$ cat config.mk
export PLATFORM = sky130hd
export DESIGN_NAME = pe_sequencer_flat
export DESIGN_NICKNAME = d
export VERILOG_FILES = /design/src/rtl/pe_pkg.sv /design/src/rtl/pe_sequencer_if.sv /design/src/rtl/pe_sequencer.sv /design/src/flat_wrapper.sv
export SDC_FILE = /design/constraint.sdc
export NUM_CORES = 1
export LEC_CHECK = 0
export ABC_CLOCK_PERIOD_IN_PS = 2600
export BUFFER_PORTS_ARGS = -buffer_cell sky130_fd_sc_hd__clkbuf_2
export CAP_MARGIN = 5
export CORE_MARGIN = 2
export CORE_UTILIZATION = 45
export CTS_BUF_LIST = sky130_fd_sc_hd__clkbuf_2
export DETAILED_ROUTE_END_ITERATION = 7
export HOLD_SLACK_MARGIN = 0.06
export PLACE_DENSITY = 0.66
export SYNTH_ARGS = -nofsm -noshare
export SYNTH_HDL_FRONTEND = slang
export SYNTH_SLANG_ARGS = --single-unit
export TNS_END_PERCENT = 5
$ cat constraint.sdc
create_clock -name clk -period 2.6 [get_ports clk]
set_input_delay 0 -clock clk [delete_from_list [all_inputs] [get_ports clk]]
set_output_delay 0 -clock clk [all_outputs]
set_load 0.02 [all_outputs]
$ cat src/rtl/pe_pkg.sv
// Shared types and sizing helpers for the convolution PE control path.
package pe_pkg;

  typedef enum logic [2:0] {
    IDLE, CONFIG, WAIT, COMPUTE, DRAIN, ADV_FILTER, ADV_ROW, FINISH
  } state_e;

  localparam int PIPE_DEPTH_DEF    = 3;
  localparam int ROW_CNT_WIDTH_DEF = 8;

  // drain counter must hold PIPE_DEPTH-1
  function automatic int drain_w(input int depth);
    return $clog2(depth) + 1;
  endfunction

  localparam int DRAIN_W = drain_w(PIPE_DEPTH_DEF);

endpackage

$ cat src/rtl/pe_sequencer_if.sv
// Control/status bundle between the PE sequencer and its datapath/host.
interface pe_sequencer_if #(parameter int ROW_CNT_WIDTH = 8);
  logic                     start;
  logic [ROW_CNT_WIDTH-1:0] num_rows;
  logic av_data, av_filter, co_filter, end_of_row, end_of_filter, psum_full;
  logic ld_stride, ld_fileSize, put_data, put_filter, clear_sum;
  logic store_buffer, next_filter, next_row, busy, done;

  modport master (
    input  start, num_rows, av_data, av_filter, co_filter, end_of_row,
           end_of_filter, psum_full,
    output ld_stride, ld_fileSize, put_data, put_filter, clear_sum,
           store_buffer, next_filter, next_row, busy, done
  );

  modport slave (
    output start, num_rows, av_data, av_filter, co_filter, end_of_row,
           end_of_filter, psum_full,
    input  ld_stride, ld_fileSize, put_data, put_filter, clear_sum,
           store_buffer, next_filter, next_row, busy, done
  );
endinterface

$ cat src/rtl/pe_sequencer.sv
// Job-level control FSM for the PE: config, window issue with stalls,
// MAC pipeline drain, then filter/row advance until all rows are done.
module pe_sequencer
  import pe_pkg::*;
#(
  parameter int PIPE_DEPTH    = PIPE_DEPTH_DEF,
  parameter int ROW_CNT_WIDTH = ROW_CNT_WIDTH_DEF
) (
  input  logic          clk,
  input  logic          rst,
  pe_sequencer_if.master io
);

  localparam int DW = drain_w(PIPE_DEPTH);

  state_e                   state_q, state_d;
  logic [ROW_CNT_WIDTH-1:0] row_cnt_q, row_cnt_d;
  logic [ROW_CNT_WIDTH-1:0] rows_q, rows_d;
  logic [DW-1:0]            drain_q, drain_d;
  logic                     eor_q, eor_d, eof_q, eof_d;
  logic                     go, put;
  logic                     cfg, store, nfil, nrow, fin;
  logic                     unused_eof;

  // end_of_filter is captured alongside end_of_row but sequencing only needs eor
  assign unused_eof = eof_q;
  assign go = io.av_data & io.av_filter & ~io.psum_full;

  always_comb begin
    state_d   = state_q;
    row_cnt_d = row_cnt_q;
    rows_d    = rows_q;
    drain_d   = drain_q;
    eor_d     = eor_q;
    eof_d     = eof_q;
    put       = 1'b0;
    cfg       = 1'b0;
    store     = 1'b0;
    nfil      = 1'b0;
    nrow      = 1'b0;
    fin       = 1'b0;
    case (state_q)
      IDLE: if (io.start) begin
        state_d   = CONFIG;
        rows_d    = (io.num_rows == '0) ? ROW_CNT_WIDTH'(1) : io.num_rows;
        row_cnt_d = '0;
      end
      CONFIG: begin
        cfg     = 1'b1;
        state_d = WAIT;
      end
      WAIT: if (go) state_d = COMPUTE;
      COMPUTE: begin
        put = go;
        if (go && io.co_filter) begin
          eor_d   = io.end_of_row;
          eof_d   = io.end_of_filter;
          drain_d = DW'(PIPE_DEPTH - 1);
          state_d = DRAIN;
        end
      end
      DRAIN: begin
        if (drain_q == '0) begin
          store   = 1'b1;
          state_d = eor_q ? ADV_ROW : ADV_FILTER;
        end else begin
          drain_d = drain_q - DW'(1);
        end
      end
      ADV_FILTER: begin
        nfil    = 1'b1;
        state_d = WAIT;
      end
      ADV_ROW: begin
        nrow      = 1'b1;
        row_cnt_d = row_cnt_q + ROW_CNT_WIDTH'(1);
        state_d   = (row_cnt_q == rows_q - ROW_CNT_WIDTH'(1)) ? FINISH : WAIT;
      end
      FINISH: begin
        fin     = 1'b1;
        state_d = IDLE;
      end
      default: state_d = IDLE;
    endcase
  end

  always_ff @(posedge clk) begin
    if (rst) begin
      state_q   <= IDLE;
      row_cnt_q <= '0;
      rows_q    <= '0;
      drain_q   <= '0;
      eor_q     <= 1'b0;
      eof_q     <= 1'b0;
    end else begin
      state_q   <= state_d;
      row_cnt_q <= row_cnt_d;
      rows_q    <= rows_d;
      drain_q   <= drain_d;
      eor_q     <= eor_d;
      eof_q     <= eof_d;
    end
  end

  assign io.ld_stride    = cfg;
  assign io.ld_fileSize  = cfg;
  assign io.clear_sum    = cfg;
  assign io.put_data     = put;
  assign io.put_filter   = put;
  assign io.store_buffer = store;
  assign io.next_filter  = nfil;
  assign io.next_row     = nrow;
  assign io.done         = fin;
  assign io.busy         = (state_q != IDLE);

endmodule

$ cat src/flat_wrapper.sv
// flat-port wrapper written by rule: the top's interface ports become plain ports
module pe_sequencer_flat import pe_pkg::*;
#(
  parameter int PIPE_DEPTH    = PIPE_DEPTH_DEF,
  parameter int ROW_CNT_WIDTH = ROW_CNT_WIDTH_DEF
)
  (clk, rst, io_start, io_num_rows, io_av_data, io_av_filter, io_co_filter, io_end_of_row, io_end_of_filter, io_psum_full, io_ld_stride, io_ld_fileSize, io_put_data, io_put_filter, io_clear_sum, io_store_buffer, io_next_filter, io_next_row, io_busy, io_done);
  pe_sequencer_if #(.ROW_CNT_WIDTH(ROW_CNT_WIDTH)) io_i ();
  input  logic clk;
  input  logic rst;
  input wire logic [$bits(io_i.start)-1:0] io_start;
  input wire logic [$bits(io_i.num_rows)-1:0] io_num_rows;
  input wire logic [$bits(io_i.av_data)-1:0] io_av_data;
  input wire logic [$bits(io_i.av_filter)-1:0] io_av_filter;
  input wire logic [$bits(io_i.co_filter)-1:0] io_co_filter;
  input wire logic [$bits(io_i.end_of_row)-1:0] io_end_of_row;
  input wire logic [$bits(io_i.end_of_filter)-1:0] io_end_of_filter;
  input wire logic [$bits(io_i.psum_full)-1:0] io_psum_full;
  output wire logic [$bits(io_i.ld_stride)-1:0] io_ld_stride;
  output wire logic [$bits(io_i.ld_fileSize)-1:0] io_ld_fileSize;
  output wire logic [$bits(io_i.put_data)-1:0] io_put_data;
  output wire logic [$bits(io_i.put_filter)-1:0] io_put_filter;
  output wire logic [$bits(io_i.clear_sum)-1:0] io_clear_sum;
  output wire logic [$bits(io_i.store_buffer)-1:0] io_store_buffer;
  output wire logic [$bits(io_i.next_filter)-1:0] io_next_filter;
  output wire logic [$bits(io_i.next_row)-1:0] io_next_row;
  output wire logic [$bits(io_i.busy)-1:0] io_busy;
  output wire logic [$bits(io_i.done)-1:0] io_done;
  assign io_i.start = io_start;
  assign io_i.num_rows = io_num_rows;
  assign io_i.av_data = io_av_data;
  assign io_i.av_filter = io_av_filter;
  assign io_i.co_filter = io_co_filter;
  assign io_i.end_of_row = io_end_of_row;
  assign io_i.end_of_filter = io_end_of_filter;
  assign io_i.psum_full = io_psum_full;
  assign io_ld_stride = io_i.ld_stride;
  assign io_ld_fileSize = io_i.ld_fileSize;
  assign io_put_data = io_i.put_data;
  assign io_put_filter = io_i.put_filter;
  assign io_clear_sum = io_i.clear_sum;
  assign io_store_buffer = io_i.store_buffer;
  assign io_next_filter = io_i.next_filter;
  assign io_next_row = io_i.next_row;
  assign io_busy = io_i.busy;
  assign io_done = io_i.done;
  pe_sequencer #(.PIPE_DEPTH(PIPE_DEPTH), .ROW_CNT_WIDTH(ROW_CNT_WIDTH)) u_core (.clk(clk), .rst(rst), .io(io_i));
endmodule
* Word level (Yosys, flattened, before mapping)
Cells that the tools add are included.
** Word-level totals
- Word-level logic and storage cells :: 57
- Input port bits :: 17
- Bits in registers :: 23
** Cells by class
- Equal/unequal tests :: 13
- Multiplexer cells :: 20
- $add $sub $neg :: 3
- Bitwise operators :: 3
- Reduce and logical (&&, ||, !) cells :: 13
** Operators with widths (number)
- $mux 3 :: 7
- $pmux 3 s7 :: 1
- $mux 8 :: 2
- $pmux 8 s2 :: 1
- $eq 3x3->1 const B :: 4
- $add 8x1->8 const B :: 1
- $eq 8x8->1 :: 1
- $logic_not 8->1 :: 1
- $sub 8x1->8 const B :: 1
- $mux 1 :: 7
- $eq 3x2->1 const B :: 2
- $logic_not 3->1 :: 2
- $ne 2x1->1 const B :: 3
- $pmux 3 s2 :: 1
- $reduce_and 2->1 :: 3
- $ne 2x2->1 const B :: 2
- $reduce_and 4->1 :: 1
- $reduce_bool 2->1 :: 2
- $eq 3x1->1 const B :: 1
- $reduce_and 3->1 :: 1
- $reduce_bool 3->1 :: 1
- $sub 3x1->3 const B :: 1
- $and 1x1->1 :: 2
- $mux 2 :: 1
- 3 further kinds :: 3

* Depth between registers and ports, before layout
Gate-level depths: netlist of run 1.
- Depth in word-level cells :: 5
- Depth in mapped cells :: 8
- Depth with buffers taken out :: 7

* Worst setup path after synthesis of run 1
OpenSTA, ideal clock, no wires.
- Kind :: reg2reg
- Start :: register u_core.rows_q[0]
- End :: register u_core.state_q[0]
- Arrival time :: 1.649 ns
- Period minus slack after synthesis :: 1.719 ns
- Required time :: 2.530 ns
- Stages on the path, launching flop included :: 9
- Path slack :: 0.881 ns
- Library setup time :: 0.070 ns
- Path buffers :: 1
- Cells stage by stage :: dfxtp_1 clkbuf_2 inv_1 ha_1 o21bai_1 a2111oi_0 a311o_1 o221ai_1 a21oi_1
** On the way
- Word-level cells in the longest chain between the ends :: 4
** RTL lines
- from (decl) :: RTL line pe_sequencer.sv:18 : logic [ROW_CNT_WIDTH-1:0] rows_q, rows_d;
- from (signal assigned) :: RTL line pe_sequencer.sv:98 : rows_q <= rows_d;
- $sub 8x1->8 :: RTL line pe_sequencer.sv:77 : state_d = (row_cnt_q == rows_q - ROW_CNT_WIDTH'(1)) ? FINISH : WAIT;
- $eq 8x8->1 :: RTL line pe_sequencer.sv:77
- $mux 3 :: RTL line pe_sequencer.sv:77
- $pmux 3 s7 :: RTL line pe_sequencer.sv:42 : case (state_q)
- to (signal assigned) :: RTL line pe_sequencer.sv:96 : state_q <= state_d;
- to (decl) :: RTL line pe_sequencer.sv:16 : state_e state_q, state_d;
Every way passes these cells.
A chain may end at the register's enable or synchronous reset.

* Final worst setup path of run 1
- Start :: register u_core.state_q[2]
- End :: register u_core.rows_q[3]
** On the way
- Word-level cells in the longest chain between the ends :: 2
** RTL lines (RTL line)
- $logic_not 3->1 :: pe_sequencer.sv:42
- $reduce_and 2->1 (no line)
Every way passes these cells.

==> results.json, run 1 <==
{
  "cts_tree": "yes",
  "grt_use_total_pct": 20.8,
  "cp-start-kind": "flop",
  "post-dp-hpwl_mm": 2.39,
  "powerDensity_nw_per_um2": 676,
  "rsz0062_at_grt": "no",
  "grt_pass1_wl_mm": 5.87,
  "core_um2": 3080,
  "synth_top_family_by_area": "simple AND/OR/NAND/NOR gates",
  "synth_cells": 184,
  "yosysSeqAreaShare_pct": 31.3,
  "max_freq_mhz": 409,
  "hold_viol_final": 0,
  "start_util_pct": 47.8,
  "clkSlewWorstSetupHoldPaths_ps": 240,
  "critPathCaptureType": "flop",
  "cellLeakagePower_nw": 0.706,
  "rows": 20,
  "worstSkewPairLatency_ps": 350,
  "maxCapViolCount": 0,
  "whs_ps": 79.8,
  "synth_mux_area_share_pct": 2.89,
  "die_h_um": 61.2,
  "hold_class": "input port to flop",
  "ir_drop_mv": 0.492,
  "final-setup-viol-count": 0,
  "layout-drive-gt1-share_pct": 19.6,
  "io_pins": 27,
  "required_ps": 2920,
  "netlist.area_leader.share_pct": 31.3,
  "finClkSkew_ps": 18.5,
  "dr.pass1.iters": 4,
  "antenna_found_initial": 0,
  "ys_types": 50,
  "min-delay-start": "io_co_filter",
  "min_period_ps": 2450,
  "vias_per_cell": 5.29,
  "grt_pass1_vias": 1327,
  "syn-num-nets": 205,
  "synth_ff_type": "dfxtp_1",
  "cts.sinks": 23,
  "slew_viol_final": 0,
  "synth_compound_area_share_pct": 16.8,
  "io_buffers": 25,
  "cts_max_path_buffers": 2,
  "syn_avg_cell_area_um2": 7.99,
  "r2r_start": "u_core.state_q[2]",
  "fin_crit_sh_pct": 94.1,
  "drc_errors": 0,
  "vias": 1424,
  "worstPathArrival_ps": 2770,
  "synthXorXnorAreaFrac_pct": 8.34,
  "cts-root-buf": "clkbuf_2",
  "htreeDepth": 1,
  "dp_slack_ps": 677,
  "yosysWarnings": 0,
  "gp_congestion": 0.758,
  "fillers": 283,
  "timing.final.ws_setup_ps": 154,
  "wl_mm": 3.44,
  "grt_overflow_total": 0,
  "final_nets": 247,
  "yosys.area.top_type": "dfxtp_1",
  "die-area_um2": 3740,
  "synth_edf_count": 0,
  "grt_max_degree": 22,
  "ys_ff_latch": 23,
  "syn_area_um2": 1470,
  "final.setup.tns_ps": 0,
  "synth-simple-area-share_pct": 29.5,
  "die_w_um": 61.2,
  "outcome": "complete, no violations",
  "crit_fanout": 16,
  "async_reset_ff_share_pct": 0,
  "worstMarginPinSlew_ps": 510,
  "routedWlPerCell_um": 12.8,
  "relSlewSlack_pct": 65.7,
  "synthAdderAreaFrac_pct": 4.09,
  "cp-startpoint": "u_core.state_q[2]",
  "drt-initial-drc-count": 99,
  "worst-setup-path-type": "flop to flop",
  "cts_buffers": 3,
  "synth_area_leaders": "dfxtp_1 31%, nand2_1 7.4%, xnor2_1 7.1%",
  "n_antenna_cell": 0,
  "area_growth_syn_to_layout_pct": 24.1,
  "postRouteAntennaNets": 0
}
[synthesized netlist by cell type, drive strengths merged, types with 2 or more instances]
cell and count:
o21ai 4, inv 9, a21oi 16, clkbuf 4
a211oi 2, nand3b 2, nor3 9, mux2 2
xnor2 12, nand3 3, nand2 29, nor2 19
nor3b 2, and3 2, buf 7, nand2b 2
nor4 3, mux2i 2, nand4 2, dfxtp 23
xor2 2, ha 4, a311oi 3
[power by group]
part           leakage, nW  switching (mW)  internal, mW
registers            0.188          0.0865         0.396
clock network       0.0126           0.116        0.0357
logic                0.505           0.305         0.294
[layout by cell type, fill, tap and decap left out, types with 3 or more instances in the layout]
cell           netlist  routed
xnor2_1             12      12
a311oi_1             3       3
a21oi_1             15      15
ha_1                 4       4
nor2_1              17      17
clkbuf_2             1      28
o21ai_0              4       4
dfxtp_2              0       3
nand2_1             29      29
dlygate4sd3_1        0      18
buf_4                5       5
inv_1                9       9
nand3_1              3       3
nor3_1               9       9
dfxtp_1             23      20
[worst max-delay path: stages, from the launching register on]
cell and delay, ps:
dfxtp_2 440, or3_1 440, nor2_4 210, nand2_1 70, dlygate4sd3_1 560, a21oi_1 130, dlygate4sd3_1 560
[worst paths after layout]
check                                         end  slack, ps  cells past startpoint
worst min-delay path            u_core.state_q[0]         80                      4
worst min register to register   u_core.rows_q[7]        510                      2
worst max register to register   u_core.rows_q[3]        150                      6
worst max-delay path             u_core.rows_q[3]        150                      6
[repair_timing]
action | 4_1_cts | 5_1_grt
setup endpoints to repair | 0 | 1
gates resized for setup | 0 | 3
hold buffers | 18 | 0
buffers inserted | 0 | 4
hold endpoints to repair | 9 | 0
[cells by family (layout without fill, tap and decap cells)]
family	after synthesis	count (layout)
buf+inv	20	61
xor+xnor	14	14
mux	4	4
compound gates	36	36
flops	23	23
simple gates	82	82
fa+ha+maj	5	5
[sequential cells by signal, indices dropped and copies added (netlist names)]
register,count
u_core.drain_q,3
u_core.eor_q,1
u_core.row_cnt_q,8
u_core.rows_q,8
u_core.state_q,3
[per-stage QoR]
step,utilization (%),instances,area [µm²],power [mW]
finish,59.3,269,1820,1.23
global route,59.3,269,1820,1.34
CTS,58.2,265,1790,1.20
detailed placement,51.6,243,1590,0.995
global placement,51.6,243,1590,0.971
floorplan,-,184,1470,0.918
[per-layer routing]
metal	global-route usage [%]	wire length, µm
met1	25.3	1500
met5	0	0
met2	38.0	1800
met4	2.80	20
met3	5.04	116
[area by class of cell]
| class | instances | area [µm²] | share of cell area (%) |
|---|---|---|---|
| Sequential cell | 23 | 464 | 25.4 |
| Multi-Input combinational cell | 141 | 906 | 49.7 |
| Tap cell | 44 | 55.1 | 3.02 |
| Inverter | 9 | 33.8 | 1.85 |
| Clock buffer | 3 | 15.0 | 0.823 |
| Timing Repair Buffer | 48 | 343 | 18.8 |
| Clock inverter | 1 | 7.51 | 0.412 |
(Power assumes the default switching activity.)
==> inputs of run 2 (changes only) <==
--- a/config.mk
+++ b/config.mk
@@ -5,6 +5,7 @@
 export SDC_FILE = /design/constraint.sdc
 export NUM_CORES = 1
 export LEC_CHECK = 0
+export ABC_AREA = 1
 export ABC_CLOCK_PERIOD_IN_PS = 2600
 export BUFFER_PORTS_ARGS = -buffer_cell sky130_fd_sc_hd__clkbuf_2
 export CAP_MARGIN = 5
@@ -13,7 +14,7 @@
 export CTS_BUF_LIST = sky130_fd_sc_hd__clkbuf_2
 export DETAILED_ROUTE_END_ITERATION = 7
 export HOLD_SLACK_MARGIN = 0.06
-export PLACE_DENSITY = 0.66
+export PLACE_DENSITY = 0.65
 export SYNTH_ARGS = -nofsm -noshare
 export SYNTH_HDL_FRONTEND = slang
 export SYNTH_SLANG_ARGS = --single-unit
==> run 2 against run 1 <==
Net effect: routed wire length up 0.61%; clock skew fell by 5.2 ps; critical endpoint is now u_core.rows_q[0]; clock-buffer cell count unchanged; largest power group unchanged; area after synthesis up 4.8%; utilization shrank 3.5 points; first-iteration DRC count shrank 38%; critical path depth increased by 3; cell area grew 1.2%.
==> results.json, run 2 <==
{
  "outcome": "complete, no violations",
  "layout-drive-gt1-share_pct": 18.3,
  "wl_mm": 3.47,
  "slew_viol_final": 0,
  "p_total_mw": 1.49,
  "htreeDepth": 1,
  "synth_edf_count": 0,
  "io_pins": 27,
  "drt-initial-drc-count": 61,
  "vias": 1540,
  "vias_per_cell": 4.83,
  "maxCapViolCount": 0,
  "swShare_pct": 48.8,
  "ys_ff_latch": 23,
  "fin_crit_sh_pct": 91.5,
  "worstSkewPairLatency_ps": 350,
  "grt_use_total_pct": 19.1,
  "async_reset_ff_share_pct": 0,
  "worstMarginPinSlew_ps": 473,
  "gp_congestion": 0.807,
  "synth_top_family_by_area": "simple AND/OR/NAND/NOR gates",
  "drc_errors": 0,
  "min_period_ps": 2380,
  "dr.pass1.iters": 4,
  "cts_buffers": 3,
  "synthXorXnorAreaFrac_pct": 2.84,
  "die_h_um": 62.5,
  "clock_power_share_pct": 10.1,
  "io_buffers": 25,
  "antenna_found_initial": 0,
  "final_util_pct": 55.7,
  "synth_area_leaders": "dfxtp_1 30%, nand2_1 12%, nor2_1 8.5%",
  "grt_pass1_vias": 1432,
  "cts_max_path_buffers": 2,
  "fillers": 354,
  "yosysSeqAreaShare_pct": 29.9,
  "powerDensity_nw_per_um2": 807,
  "reg.largest.list": "u_core.row_cnt_q (8), u_core.rows_q (8)",
  "p_comb_share_pct": 53.7,
  "final.setup.tns_ps": 0,
  "postCtsSetupBuffers": 0,
  "yosys.area.top_type": "dfxtp_1",
  "mostFrequentLayoutCells": "50 x nand2_1, 34 x nor2_1, 29 x inv_1",
  "ys_types": 31,
  "core_um2": 3310,
  "cts_tree": "yes",
  "hold_class": "input port to flop",
  "p_int_mw": 0.763,
  "n_antenna_cell": 0,
  "cts.sinks": 23,
  "synth_cells": 239,
  "timing.final.ws_setup_ps": 222,
  "crit_fanout": 18,
  "cellLeakagePower_nw": 0.864,
  "final-setup-viol-count": 0,
  "relSlewSlack_pct": 68.5,
  "die-area_um2": 3910,
  "start_util_pct": 46.5,
  "postRouteAntennaNets": 0,
  "netlist.area_leader.share_pct": 29.9,
  "syn_area_um2": 1540,
  "required_ps": 2920,
  "final_common_cell": "nand2_1",
  "area_growth_syn_to_layout_pct": 19.8,
  "syn-num-nets": 260,
  "final_nets": 295,
  "synth.most_common_cell": "nand2_1",
  "ir_drop_mv": 0.285,
  "grt_overflow_total": 0,
  "worst-setup-path-type": "flop to flop",
  "sequentialPowerShare_pct": 36.1,
  "syn_avg_cell_area_um2": 6.44,
  "critPathCaptureType": "flop",
  "synth_common_cells": "50 x nand2_1, 35 x nor2_1, 30 x inv_1",
  "max_freq_mhz": 420,
  "dp_slack_ps": 984,
  "yosysWarnings": 0,
  "synth_mux_area_share_pct": 0,
  "die_w_um": 62.5,
  "finClkSkew_ps": 13.3,
  "cp-start-kind": "flop",
  "routedWlPerCell_um": 10.9,
  "post-dp-hpwl_mm": 2.48,
  "clkSlewWorstSetupHoldPaths_ps": 240,
  "synth_compound_area_share_pct": 13.0,
  "power.switching_mw": 0.726,
  "grt_max_degree": 19,
  "worstPathArrival_ps": 2700,
  "rsz0062_at_grt": "no",
  "cts-root-buf": "clkbuf_2",
  "hold_viol_final": 0,
  "multi_input_area_um2": 898,
  "grt_pass1_wl_mm": 6.15,
  "synth_ff_type": "dfxtp_1",
  "synth-simple-area-share_pct": 38.7,
  "synthAdderAreaFrac_pct": 3.25,
  "rows": 21,
  "seqCellArea_um2": 469
}
run 2: metrics by stage:
stage / area [µm²] / instances / hold slack (ps)
3_5_place_dp: 1650 / 300 / 257
5_1_grt: 1850 / 319 / 172
6_report: 1850 / 319 / 144
4_1_cts: 1830 / 319 / 95.2
3_3_place_gp: 1650 / 300 / 248
2_1_floorplan: 1540 / 239 / 135
run 2: worst paths after layout:
check                         start               end  slack [ps]  cells after the start
setup reg to reg  u_core.state_q[0]  u_core.rows_q[0]         220                      9
setup / recovery  u_core.state_q[0]  u_core.rows_q[0]         220                      9
hold reg to reg    u_core.rows_q[1]  u_core.rows_q[1]         500                      2
hold / removal             io_start  u_core.rows_q[7]         140                      5
run 2: critical path: stages (launching register included):
cell	delay (ps)
dfxtp_4	440
nor2_4	170
nand2_2	100
nor2_4	130
inv_4	100
nor2_2	100
nand3_1	70
dlygate4sd3_1	570
a21oi_1	120
dlygate4sd3_1	560
run 2: layout make-up:
class	count	area share (%)
multi-input combinational	174	48.7
sequential	23	25.4
timing repair buffer	40	14.9
inverter	32	6.64
tap	46	3.12
clock buffer	3	0.814
clock inverter	1	0.407
run 2: cell families after synthesis:
group                    Yosys count
AO/OA/AOI/OAI                     38
XOR/XNOR                           5
adder cells (fa/ha/maj)            4
buffers and inverters             42
flip-flops                        23
AND/OR/NAND/NOR                  127
run 2: repair_timing:
action / 4_1_cts / 5_1_grt
gates resized for setup: 0 / 10
hold endpoints to repair: 16 / 0
setup endpoints to repair: 0 / 2
hold buffers: 15 / 0
run 2: per-layer routing:
metal / vias up / track usage (%) / wire length, µm
met4: 0 / 4.17 / 44
met1: 687 / 26.0 / 1780
met2: 15 / 31.5 / 1560
met5: - / 0 / 0
met3: 4 / 3.78 / 81
li1: 834 / - / -
run 2: power groups by stage:
stage | combinational (mW) | clock, mW | sequential (mW)
after floorplan | 0.690 | 0 | 0.482
after global placement | 0.749 | 0 | 0.533
after detailed placement | 0.754 | 0 | 0.532
after CTS | 0.788 | 0.157 | 0.524
after global routing | 0.923 | 0.172 | 0.551
final | 0.800 | 0.151 | 0.538
==> inputs of run 3 (changes only) <==
--- a/config.mk
+++ b/config.mk
@@ -14,7 +14,7 @@
 export CTS_BUF_LIST = sky130_fd_sc_hd__clkbuf_2
 export DETAILED_ROUTE_END_ITERATION = 7
 export HOLD_SLACK_MARGIN = 0.06
-export PLACE_DENSITY = 0.65
+export PLACE_DENSITY_LB_ADDON = 0.05
 export SYNTH_ARGS = -nofsm -noshare
 export SYNTH_HDL_FRONTEND = slang
 export SYNTH_SLANG_ARGS = --single-unit
==> run 3 against run 2 <==
Net effect: total power down 1.6%; maximum frequency is essentially flat; critical path type unchanged; sequential share of layout area is 0.22 points lower; highest routed layer unchanged; critical endpoint is now u_core.eor_q.
==> results.json, run 3 (synthesized netlist as in run 2, its figures left out) <==
{
  "outcome": "complete, no violations",
  "die-area_um2": 3910,
  "slowest_stage": "dlygate4sd3_1",
  "rows": 21,
  "critPathCaptureType": "flop",
  "cts_tree": "yes",
  "routedWlPerCell_um": 11.1,
  "drc_errors": 0,
  "reg.largest.list": "u_core.row_cnt_q (8), u_core.rows_q (8)",
  "cp-startpoint": "u_core.state_q[0]",
  "slew_viol_final": 0,
  "final-setup-viol-count": 0,
  "start_util_pct": 46.5,
  "vias_per_cell": 4.87,
  "gp_congestion": 0.836,
  "ir_drop_mv": 0.338,
  "cts-root-buf": "clkbuf_2",
  "die_w_um": 62.5,
  "cts_max_path_buffers": 2,
  "dp.cells": 300,
  "io_pins": 27,
  "cp.depth": 9,
  "drt-initial-drc-count": 102,
  "slowest_delay_ps": 560,
  "grt_overflow_total": 0,
  "cts_buffers": 3,
  "critPathCapture": "u_core.eor_q",
  "worstPathArrival_ps": 2660,
  "grt_pass1_vias": 1435,
  "powerDensity_nw_per_um2": 798,
  "core_um2": 3310,
  "clkSlewWorstSetupHoldPaths_ps": 230,
  "reg2reg_to": "u_core.eor_q",
  "cts.sinks": 23,
  "grt_use_total_pct": 19.5,
  "worstSkewPairLatency_ps": 340,
  "dr.pass1.iters": 4,
  "fin_cells": 320,
  "postCtsSetupBuffers": 0,
  "stdcell_area_um2": 1840,
  "cp-start-kind": "flop",
  "r2r_setup_slack_ps": 220,
  "mostFrequentLayoutCells": "50 x nand2_1, 35 x nor2_1, 30 x inv_1",
  "required_ps": 2880,
  "whs_ps": 219,
  "crit_fanout": 7,
  "min_period_ps": 2380,
  "die_h_um": 62.5,
  "rsz0062_at_grt": "no",
  "io_buffers": 25,
  "finClkSkew_ps": 13.6,
  "final.setup.tns_ps": 0,
  "postRouteAntennaNets": 0,
  "max_freq_mhz": 420,
  "hold_viol_final": 0,
  "r2r_start": "u_core.state_q[0]",
  "reg2reg_depth": 9,
  "worstMarginPinSlew_ps": 453,
  "post-dp-hpwl_mm": 2.53,
  "final_nets": 296,
  "place_area_um2": 1650,
  "fin_crit_sh_pct": 91.5,
  "maxCapViolCount": 0,
  "relSlewSlack_pct": 69.8,
  "htreeDepth": 1,
  "final_util_pct": 55.5,
  "vias": 1558,
  "final_common_cell": "nand2_1",
  "grt_max_degree": 19,
  "grt_pass1_wl_mm": 6.21,
  "hold_class": "input port to flop",
  "wl_mm": 3.55,
  "path_buf_inv": 3,
  "antenna_found_initial": 0,
  "cellLeakagePower_nw": 0.870,
  "fillers": 357,
  "worst-setup-path-type": "flop to flop",
  "critPathTopFamily": "buffers and inverters",
  "layout-drive-gt1-share_pct": 17.2,
  "crit_path_cell_trace": "nand2_2, nor2_2, inv_2, nor2_4, nand2_2, o21ai_0, dlygate4sd3_1, nor2_1, dlygate4sd3_1",
  "n_antenna_cell": 0,
  "area_growth_syn_to_layout_pct": 19.3
}
run 3: changes by cell type in the layout (fill, tap and decap cells not counted):
cell / delta
clkinv_2: +1
clkinvlp_4: -1
dfxtp_1: +1
dfxtp_2: +1
dfxtp_4: -2
dlygate4sd3_1: +1
inv_1: +1
inv_4: -1
nor2_1: +1
nor2_4: -1
run 3: worst min path at each step:
stage,startpoint,end,slack (ps),cells after the start
floorplan,io_num_rows[6],u_core.rows_q[6],130,2
global placement,io_end_of_row,u_core.eor_q,250,3
detailed placement,io_end_of_row,u_core.eor_q,260,3
CTS,io_start,u_core.rows_q[2],200,5
global route,io_start,u_core.state_q[2],240,6
finish,io_start,u_core.rows_q[2],220,5
run 3: final cells by class:
cell class	count	area (µm²)	area share [%]
Tap cell	46	57.6	3.13
Sequential cell	23	463	25.2
Timing Repair Buffer	41	285	15.5
Clock buffer	3	15.0	0.817
Multi-Input combinational cell	174	891	48.5
Inverter	32	120	6.54
Clock inverter	1	5.00	0.272
run 3: per-stage QoR:
stage                     power (mW)  setup slack [ps]
after floorplan                 1.17              1180
after global placement          1.29               983
after detailed placement        1.29               973
after CTS                       1.47              52.9
after global routing            1.62              60.1
final                           1.47               220
run 3: what timing repair did:
| item | 4_1_cts | 5_1_grt |
|---|---|---|
| gates resized for setup | 0 | 2 |
| endpoints found under the setup margin | 0 | 1 |
| hold buffers | 16 | 0 |
| hold endpoints to repair | 16 | 0 |
run 3: worst min-delay path, delay by kind of cell:
kind	cells	cell delay, ps
buf+inv	3	370
compound gates	1	100
simple gates	1	60
run 3: power by group:
part	leakage, nW	switching, mW	internal, mW
logic	0.665	0.497	0.292
registers	0.188	0.104	0.423
clock network	0.0164	0.114	0.0349
run 3: metal layers:
| layer | routed length [µm] | GRT usage (%) | up-vias |
|---|---|---|---|
| li1 | - | - | 835 |
| met1 | 1830 | 27.3 | 694 |
| met2 | 1530 | 30.4 | 25 |
| met3 | 144 | 2.70 | 4 |
| met4 | 38 | 7.78 | 0 |
| met5 | 0 | 0 | - |
